`src/rtl/hack_pkg.sv`:
```
// Shared definitions for the Hack controller: sequencer states, instruction
// field positions and the ALU comp codes the ALU understands.
package hack_pkg;

    typedef enum logic [2:0] {
        S_FETCH,
        S_DECODE,
        S_MREAD,
        S_EXEC,
        S_WB,
        S_MWRITE
    } state_e;

    localparam int unsigned IR_CI   = 15;
    localparam int unsigned IR_A    = 12;
    localparam int unsigned COMP_HI = 11;
    localparam int unsigned COMP_LO = 6;
    localparam int unsigned DEST_A  = 5;
    localparam int unsigned DEST_D  = 4;
    localparam int unsigned DEST_M  = 3;
    localparam int unsigned JUMP_LT = 2;
    localparam int unsigned JUMP_EQ = 1;
    localparam int unsigned JUMP_GT = 0;

    localparam logic [5:0] COMP_ZERO   = 6'b101010;
    localparam logic [5:0] COMP_ONE    = 6'b111111;
    localparam logic [5:0] COMP_NEG1   = 6'b111010;
    localparam logic [5:0] COMP_X      = 6'b001100;
    localparam logic [5:0] COMP_Y      = 6'b110000;
    localparam logic [5:0] COMP_NOT_X  = 6'b001101;
    localparam logic [5:0] COMP_NOT_Y  = 6'b110001;
    localparam logic [5:0] COMP_NEG_X  = 6'b001111;
    localparam logic [5:0] COMP_NEG_Y  = 6'b110011;
    localparam logic [5:0] COMP_X_INC  = 6'b011111;
    localparam logic [5:0] COMP_Y_INC  = 6'b110111;
    localparam logic [5:0] COMP_X_DEC  = 6'b001110;
    localparam logic [5:0] COMP_Y_DEC  = 6'b110010;
    localparam logic [5:0] COMP_X_ADD  = 6'b000010;
    localparam logic [5:0] COMP_X_SUB  = 6'b010011;
    localparam logic [5:0] COMP_Y_SUB  = 6'b000111;
    localparam logic [5:0] COMP_X_AND  = 6'b000000;
    localparam logic [5:0] COMP_X_OR   = 6'b010101;

    function automatic logic [6:0] alu_opcode(input logic [5:0] comp);
        return {1'b0, comp};
    endfunction

endpackage

```
`src/rtl/hack_jump_eval.sv`:
```
// Combinational jump decision from an ALU result and the three jump bits.
module hack_jump_eval
    import hack_pkg::*;
#(
    parameter int unsigned DATA_W = 16
) (
    input  logic [DATA_W-1:0] result_i,
    input  logic [2:0]        jump_i,
    output logic              take_o
);

    logic zr;
    logic ng;

    always_comb begin
        zr     = (result_i == '0);
        ng     = result_i[DATA_W-1];
        take_o = (jump_i[JUMP_LT] & ng)
               | (jump_i[JUMP_EQ] & zr)
               | (jump_i[JUMP_GT] & ~ng & ~zr);
    end

endmodule

```
`src/rtl/hack_cpu_ctrl.sv`:
```
// Multi-cycle Hack instruction sequencer: owns A/D/PC, drives the registered
// ALU and runs the instruction and data memory handshakes.
module hack_cpu_ctrl
    import hack_pkg::*;
#(
    parameter int unsigned ADDR_W   = 15,
    parameter int unsigned DATA_W   = 16,
    parameter int unsigned RESET_PC = 0
) (
    input  logic              clk,
    input  logic              rst,
    output logic              imem_req,
    output logic [ADDR_W-1:0] imem_addr,
    input  logic              imem_ack,
    input  logic [DATA_W-1:0] imem_data,
    output logic              dmem_re,
    output logic              dmem_we,
    output logic [ADDR_W-1:0] dmem_addr,
    output logic [DATA_W-1:0] dmem_wdata,
    input  logic [DATA_W-1:0] dmem_rdata,
    input  logic              dmem_ack,
    output logic [6:0]        alu_op,
    output logic [DATA_W-1:0] alu_x,
    output logic [DATA_W-1:0] alu_y,
    input  logic [DATA_W-1:0] alu_result,
    output logic [ADDR_W-1:0] pc_out,
    output logic [DATA_W-1:0] a_out,
    output logic [DATA_W-1:0] d_out
);

    localparam logic [ADDR_W-1:0] RST_PC = ADDR_W'(RESET_PC);

    state_e            state_q, state_d;
    logic [ADDR_W-1:0] pc_q, pc_d;
    logic [DATA_W-1:0] a_q, a_d;
    logic [DATA_W-1:0] d_q, d_d;
    logic [DATA_W-1:0] ir_q, ir_d;
    logic [DATA_W-1:0] m_q, m_d;
    logic [ADDR_W-1:0] waddr_q, waddr_d;
    logic [DATA_W-1:0] wdata_q, wdata_d;

    logic              imem_req_c;
    logic              dmem_re_c;
    logic              dmem_we_c;
    logic              take;
    logic [ADDR_W-1:0] pc_inc;

    hack_jump_eval #(
        .DATA_W (DATA_W)
    ) u_jump (
        .result_i (alu_result),
        .jump_i   (ir_q[JUMP_LT:JUMP_GT]),
        .take_o   (take)
    );

    assign pc_inc = pc_q + ADDR_W'(1);

    always_ff @(posedge clk) begin
        if (rst) begin
            state_q <= S_FETCH;
            pc_q    <= RST_PC;
            a_q     <= '0;
            d_q     <= '0;
            ir_q    <= '0;
            m_q     <= '0;
            waddr_q <= '0;
            wdata_q <= '0;
        end else begin
            state_q <= state_d;
            pc_q    <= pc_d;
            a_q     <= a_d;
            d_q     <= d_d;
            ir_q    <= ir_d;
            m_q     <= m_d;
            waddr_q <= waddr_d;
            wdata_q <= wdata_d;
        end
    end

    always_comb begin
        state_d    = state_q;
        pc_d       = pc_q;
        a_d        = a_q;
        d_d        = d_q;
        ir_d       = ir_q;
        m_d        = m_q;
        waddr_d    = waddr_q;
        wdata_d    = wdata_q;
        imem_req_c = 1'b0;
        dmem_re_c  = 1'b0;
        dmem_we_c  = 1'b0;
        alu_op     = '0;

        unique case (state_q)
            S_FETCH: begin
                imem_req_c = 1'b1;
                if (imem_ack) begin
                    ir_d    = imem_data;
                    state_d = S_DECODE;
                end
            end
            S_DECODE: begin
                if (!ir_q[IR_CI]) begin
                    a_d     = DATA_W'(ir_q[DATA_W-2:0]);
                    pc_d    = pc_inc;
                    state_d = S_FETCH;
                end else if (ir_q[IR_A]) begin
                    state_d = S_MREAD;
                end else begin
                    state_d = S_EXEC;
                end
            end
            S_MREAD: begin
                dmem_re_c = 1'b1;
                if (dmem_ack) begin
                    m_d     = dmem_rdata;
                    state_d = S_EXEC;
                end
            end
            S_EXEC: begin
                alu_op  = alu_opcode(ir_q[COMP_HI:COMP_LO]);
                state_d = S_WB;
            end
            S_WB: begin
                // Jump target and write address come from a_q, the A value
                // before this instruction's own A update takes effect.
                if (ir_q[DEST_A]) a_d = alu_result;
                if (ir_q[DEST_D]) d_d = alu_result;
                pc_d = take ? a_q[ADDR_W-1:0] : pc_inc;
                if (ir_q[DEST_M]) begin
                    waddr_d = a_q[ADDR_W-1:0];
                    wdata_d = alu_result;
                    state_d = S_MWRITE;
                end else begin
                    state_d = S_FETCH;
                end
            end
            S_MWRITE: begin
                dmem_we_c = 1'b1;
                if (dmem_ack) state_d = S_FETCH;
            end
            default: state_d = S_FETCH;
        endcase
    end

    // Requests are masked while reset is held so nothing is issued before
    // the first cycle out of reset.
    assign imem_req   = imem_req_c & ~rst;
    assign dmem_re    = dmem_re_c & ~rst;
    assign dmem_we    = dmem_we_c & ~rst;
    assign imem_addr  = pc_q;
    assign dmem_addr  = (state_q == S_MWRITE) ? waddr_q : a_q[ADDR_W-1:0];
    assign dmem_wdata = wdata_q;
    assign alu_x      = d_q;
    assign alu_y      = ir_q[IR_A] ? m_q : a_q;
    assign pc_out     = pc_q;
    assign a_out      = a_q;
    assign d_out      = d_q;

endmodule

```
`config.mk`:
```
export PLATFORM = sky130hd
export DESIGN_NAME = hack_cpu_ctrl
export DESIGN_NICKNAME = d
export VERILOG_FILES = /design/src/rtl/hack_pkg.sv /design/src/rtl/hack_jump_eval.sv /design/src/rtl/hack_cpu_ctrl.sv
export SDC_FILE = /design/constraint.sdc
export NUM_CORES = 1
export LEC_CHECK = 0
export ABC_AREA = 1
export BUFFER_PORTS_ARGS = -buffer_cell sky130_fd_sc_hd__buf_4
export CORE_MARGIN = 3
export CORE_UTILIZATION = 50
export CTS_CLUSTER_DIAMETER = 200
export CTS_CLUSTER_SIZE = 40
export DETAILED_ROUTE_END_ITERATION = 6
export PLACE_DENSITY = 0.85
export SLEW_MARGIN = 20
export SYNTH_ARGS = -nofsm -noshare
export SYNTH_HDL_FRONTEND = slang
export SYNTH_SLANG_ARGS = --single-unit
export TNS_END_PERCENT = 10
```
`constraint.sdc`:
```
create_clock -name clk -period 1.55 [get_ports clk]
set_input_delay 0.2325 -clock clk [delete_from_list [all_inputs] [get_ports clk]]
set_output_delay 0.2325 -clock clk [all_outputs]
set_load 0.01 [all_outputs]
```
# Word-level counts from Yosys, hierarchy flattened
# Cells that the tools add are included.
# totals
register_bits	113
elab_cells	60
out_inout_bits	135
# classes
bitwise	12
addsub	1
n_mux	19
n_reduce_logical	10
eq_ne	10
# ops
operator	count
$mux W16	3
$mux W15	3
$pmux W16 S2	1
$pmux W15 S2	1
$pmux W3 S6	1
$logic_not A16 Y1	1
$add A15 B1 Y15 const B	1
$mux W3	4
$ne A2 B2 Y1 const B	5
$reduce_and A2 Y1	5
$and A1 B1 Y1	7
$eq A3 B2 Y1 const B	2
$eq A3 B3 Y1 const B	2
$mux W6	1
$reduce_and A3 Y1	2
$mux W1	4
$eq A3 B1 Y1 const B	1
$logic_not A3 Y1	1
$not A1 Y1	3
$mux W2	1
$or A1 B1 Y1	2
$reduce_bool A2 Y1	1

# Longest topological paths before layout
# logic_depth
depth_word	6
depth_mapped	11
mapped_depth_nobuf	11

# By module
# Synthesis repeated with hierarchy kept, for this count alone.
# unflattened
hier_cells	790
hier_area_um2	5444.0
# by_module_without_submodules
module	seq_area_each_um2	instances	cells_each	area_each_um2
hack_cpu_ctrl	2262.2	1	769	5357.6
hack_jump_eval	0.0	1	21	86.3

# Worst setup path before layout
# No wires, ideal clock.
# synth_timing
kind	register to register
from	reg pc_q[0] (netlist: imem_addr[0])
to	reg pc_q[14] (netlist: imem_addr[14])
period_less_slack_ns	1.497
arrival_ns	1.364
slack_ns	0.053
setup_ns	0.132
path_stages_with_launch	11
t_required_ns	1.418
n_path_buf	0
cell_sequence	dfxtp_1 -> ha_1 -> nand3_1 -> nor2_1 -> nand3_1 -> nand2_1 -> nand2_1 -> inv_1 -> nand2_2 -> nand3_1 -> a21oi_1
# synth_between
elab_chain_len	3
word_cells_on_any_way	4
# synth_rtl
element	line_no	rtl
start: declaration	hack_cpu_ctrl.sv:34	logic [ADDR_W-1:0] pc_q, pc_d;
start signal: assignment	hack_cpu_ctrl.sv:70	pc_q <= pc_d;
$add A15 B1 Y15 *	hack_cpu_ctrl.sv:56	assign pc_inc = pc_q + ADDR_W'(1);
$mux W15, on equally long branches	hack_cpu_ctrl.sv:129, hack_cpu_ctrl.sv:103	
$pmux W15 S2 *	hack_cpu_ctrl.sv:94	unique case (state_q)
# Every way passes the cells marked *; elsewhere a longest branch is shown, timed or not. The select of a mux whose other input is x is not followed.
# A chain may end at the register's enable or synchronous reset.

# Worst setup path in the final report
# layout_timing
from	reg state_q[1]
to	out dmem_addr[8]
# layout_between
elab_chain_len	2
# layout_rtl
element	line_no	rtl
start: declaration	hack_cpu_ctrl.sv:33	state_e state_q, state_d;
start signal: assignment	hack_cpu_ctrl.sv:69	state_q <= state_d;
$eq A3 B3 Y1	hack_cpu_ctrl.sv:152	assign dmem_addr = (state_q == S_MWRITE) ? waddr_q : a_q[ADDR_W-1:0];
$mux W15	hack_cpu_ctrl.sv:152	
end: declaration	hack_cpu_ctrl.sv:18	output logic [ADDR_W-1:0] dmem_addr,
# Every way passes these cells.

==> impl_summary.md <==
Run status
The run finished, with violations left. The checks that failed: negative setup slack.

Routing
The first detailed-routing pass ran for 5 iterations. The wire length on met3 is slightly above 2000 um. The highest metal layer with signal wires is met4. The count of nets left with antenna violations once routing finished came out at 0. After the first detailed-routing iteration, the DRC count stood at between 700 and 800. The mean routed wirelength per cell is 17.1 um.

Wire segments on met2 add up to around 9000 um in the final route. The detailed router put a total of 7300 um of wire on met1. The total wire length is 19300 um. The number of remaining DRC errors is 0. Across all layers, the routed design uses approximately 6200 vias.

The via-per-instance ratio is between 5 and 6.

Setup path
The signal on the critical path passes through buf_6 > inv_4 > nand3_4 > buf_16 > o21ai_1 > buf_4. STA classifies the critical path endpoint as an output port. The start point of the critical path is state_q[1]$_SDFFE_PP0P_. The delay of the slowest cell on the worst path is about 0.32 ns. The data arrival at the endpoint of the critical path is 1.72 ns. Of all nets on the critical path, the largest fanout is 8. The destination of the worst register-to-register timing path is m_q[5]$_SDFFE_PP0P_. The slowest cell on the critical path is sky130_fd_sc_hd__dfxtp_2. The capture point of the worst path is dmem_addr[8]. In this run the critical register-to-register path is launched from state_q[2]$_SDFFE_PP0P_. The worst setup path category is reg -> out. The critical path contains buffers and inverters numbering 4 combined. The worst register-to-register path has a depth of 7. In this run the register-to-register setup slack is -0.06 ns. Broken down by cell family, the worst path's largest delay share belongs to buffers and inverters. STA classifies the critical path startpoint as a register. For the worst setup path, the data required time is between 1 and 1.5 ns. The logic depth of the worst setup path including buffers is 6.

Final layout
The most common cell after layout, fill and taps aside is sky130_fd_sc_hd__buf_4. The final layout contains 1029 nets. The final-layout fill cell count is 667. The synthesis-to-finish area growth is 50.7%. The number of antenna diodes in the final layout is 0. In the layout the commonest cells are sky130_fd_sc_hd__buf_4 (221), sky130_fd_sc_hd__nand2_1 (128), sky130_fd_sc_hd__dfxtp_1 (101).

In the final layout, the share of cells above drive strength 1 is 0.361. The share of the core filled with cells in the final layout is 0.784.

Timing
The number of pins with negative max-slew slack in the final report is 0. For the pin with the worst max-slew slack, the measured transition is 0.519 ns. The remaining max-slew budget at the tightest pin is 0.654.

The final period demand of the worst path is between 1.5 and 2 ns. Derived from the worst setup path, the maximum achievable clock frequency is roughly 0.5 GHz. In the finished design, the share of the clock period the worst path needs comes to 1.26.

The worst setup margin is -0.407 ns. The post-route clock skew is approximately 0.008 ns. The number of endpoints with negative hold slack in the final report is 0.

The worst slack on hold paths is around 0.0063 ns. The setup-violating endpoint count in the final report is 52. Setup repair after global routing could not meet its margin everywhere.

Synthesis
In this run, distinct cell masters in the synthesized netlist total 36. Of all cell types, the one taking the most synthesized area is sky130_fd_sc_hd__dfxtp_1. The async set-or-reset flop fraction in the synthesized netlist is 0.

A synthesized cell averages between 7 and 8 um2. The synthesized netlist occupies a cell area of approximately 0.0054 mm2. Of the post-synthesis cell area, the dominant cell type holds 0.416. Synthesis inferred about 110 register bits. The synthesis warning total is 0. Counting every instance in the synthesized netlist gives about 770. Yosys mapped a number of flops with a built-in enable equal to 0.

The main flop type after synthesis is sky130_fd_sc_hd__dfxtp_1. By area the synthesized netlist is led by sky130_fd_sc_hd__dfxtp_1 (42%), sky130_fd_sc_hd__nand2_1 (10%), sky130_fd_sc_hd__o21ai_0 (8.6%), sky130_fd_sc_hd__a21oi_1 (7.4%), sky130_fd_sc_hd__nand3_1 (5.9%). The total nets after synthesis is 821. The sequential-to-total area share from yosys stat is 0.416.

CTS
The CTS tree is yes. The worst-case clock buffer depth is 2. The clock sink count is ~110. The clock-pin transition on the worst setup and hold timing paths is 0.06 ns. The source-to-sink clock delay at the later pin of the worst-skew pair is 0.52 ns.

The CTS root buffer is sky130_fd_sc_hd__clkbuf_8. The TritonCTS buffer count is 17. The H-tree level count is 4.

Global routing
The all-layer global routing usage is 0.308. Entering global routing, the biggest net connects 47 pins. The initial antenna violation count came to 0. Global routing finished with a remaining overflow of 0. The number of global-route vias before repair is approximately 5800. The first global-routing pass estimated just under 30000 um of wire.

Placement
The placer congestion estimate is 0.859. The HPWL reported at the end of detailed placement is roughly 12000 um. The number of buffers added on ports is ~190.

Power and ir drop
The worst-case IR drop observed on VDD is between 0.5 and 0.6 mV. For this design the static power due to leakage is about 3.5 nW. The cell-internal power is about 6.0 mW.

The analysis attributes to net switching a power of between 2 and 2.5 mW. The fraction of power consumed by sequential logic is 0.378. For this design the ratio of total power to cell area is 1030 mW/mm2. The share of power burned in combinational logic is 0.162. Of the total power, the share spent switching nets is 0.288.

The clock network fraction of design power is 0.460.

Worst hold path
The tightest min-delay check is of the in -> reg type.

Run
Across the run, the number of max-cap violations was 0.

Floorplanning
The die is approximately 110 um tall. The width of the die is around 110 um. The die area is around 0.012 mm2. The effective utilization at floorplan is 0.520. The floorplan has 37 rows. After floorplanning, the core was sized to cover about 0.010 mm2. For this design the top-level I/O count stands at between 150 and 200.
## power by group through the flow
stage	combinational, mW	sequential (mW)	clock (mW)
after global placement	1.13	3.21	0
after detailed placement	1.14	3.21	0
final	1.37	3.18	3.87
after floorplan	0.543	3.20	0
after global routing	1.47	3.19	4.04
after CTS	1.26	3.16	3.86
## tightest hold or removal path: cells and delay by family
kind / cells / cell delay [ns]
AOI/OAI and AO/OA: 2 / 0.19
buffers and inverters: 1 / 0.08
## state kept, by name, indices dropped and copies added (netlist names)
name / count
dmem_wdata: 16
imem_addr: 15
alu_x: 16
m_q: 16
state_q: 3
ir_q: 16
waddr_q: 15
a_out: 16
## routing by layer
| layer | vias to the layer above | GRT usage |
|---|---|---|
| met5 | - | 0 |
| met4 | 0 | 0.144 |
| met3 | 74 | 0.0763 |
| met2 | 403 | 0.513 |
| met1 | 2799 | 0.374 |
| li1 | 2914 | - |
## cells in the mapped netlist, drive strengths merged, types with 2 or more instances
library cell and n:
xnor2 5, nand2 159, a31oi 12, dfxtp 113, inv 60, buf 56
nor3 5, nor2 75, a21oi 82, nand3 67, o21ai 101, clkbuf 23
nand4 3, xor2 2
## logic make-up after synthesis
| logic type | count (synthesis) | share of synthesized area |
|---|---|---|
| buffers and inverters | 139 | 0.130 |
| flip-flops | 113 | 0.416 |
| XOR/XNOR | 7 | 0.0113 |
| AND/OR/NAND/NOR | 310 | 0.249 |
| other | 1 | 0.000689 |
| adder cells (fa/ha/maj) | 1 | 0.00230 |
| AO/OA/AOI/OAI | 197 | 0.191 |
## layout make-up
class / instances / area (um2) / area share
Multi-Input combinational cell: 516 / 2690 / 0.328
Sequential cell: 113 / 2280 / 0.278
Timing Repair Buffer: 268 / 2240 / 0.273
Clock buffer: 17 / 414 / 0.0505
Inverter: 60 / 240 / 0.0293
Clock inverter: 15 / 170 / 0.0208
Tap cell: 136 / 170 / 0.0208
## how the worst min path moves through the flow
stage | startpoint | to | slack [ns] | depth (start not counted)
6_report | imem_data[0] | ir_q[0]$_SDFFE_PP0P_ | 0.006 | 3
5_1_grt | alu_result[8] | dmem_wdata[8]$_SDFFE_PP0P_ | 0.008 | 3
4_1_cts | alu_result[10] | dmem_wdata[10]$_SDFFE_PP0P_ | 0.0007 | 3
3_5_place_dp | waddr_q[11]$_SDFFE_PP0P_ | waddr_q[11]$_SDFFE_PP0P_ | 0.44 | 2
3_3_place_gp | waddr_q[9]$_SDFFE_PP0P_ | waddr_q[9]$_SDFFE_PP0P_ | 0.44 | 2
2_1_floorplan | dmem_rdata[0] | m_q[0]$_SDFFE_PP0P_ | 0.37 | 2
## stage by stage
stage / cell area (um2) / worst slack (ns) / total power [mW] / TNS, ns / cells
after floorplan: 5440 / 0.0535 / 3.74 / 0 / 768
after global placement: 6960 / 0.0343 / 4.33 / 0 / 1062
after detailed placement: 6960 / 0.00792 / 4.35 / 0 / 1062
after CTS: 8050 / -0.337 / 8.28 / -8.49 / 1125
after global routing: 8200 / -0.435 / 8.69 / -13.97 / 1125
final: 8200 / -0.407 / 8.42 / -9.12 / 1125
## what timing repair did
| item | in CTS | in global routing |
|---|---|---|
| setup buffers | 2 | 0 |
| resized for setup | 73 | 55 |
| cloned | 3 | 0 |
| hold endpoints to repair | 28 | 0 |
| setup endpoints to repair | 40 | 137 |
| hold buffers | 26 | 0 |
| pin swaps | 3 | 2 |
(Power assumes the default switching activity.)
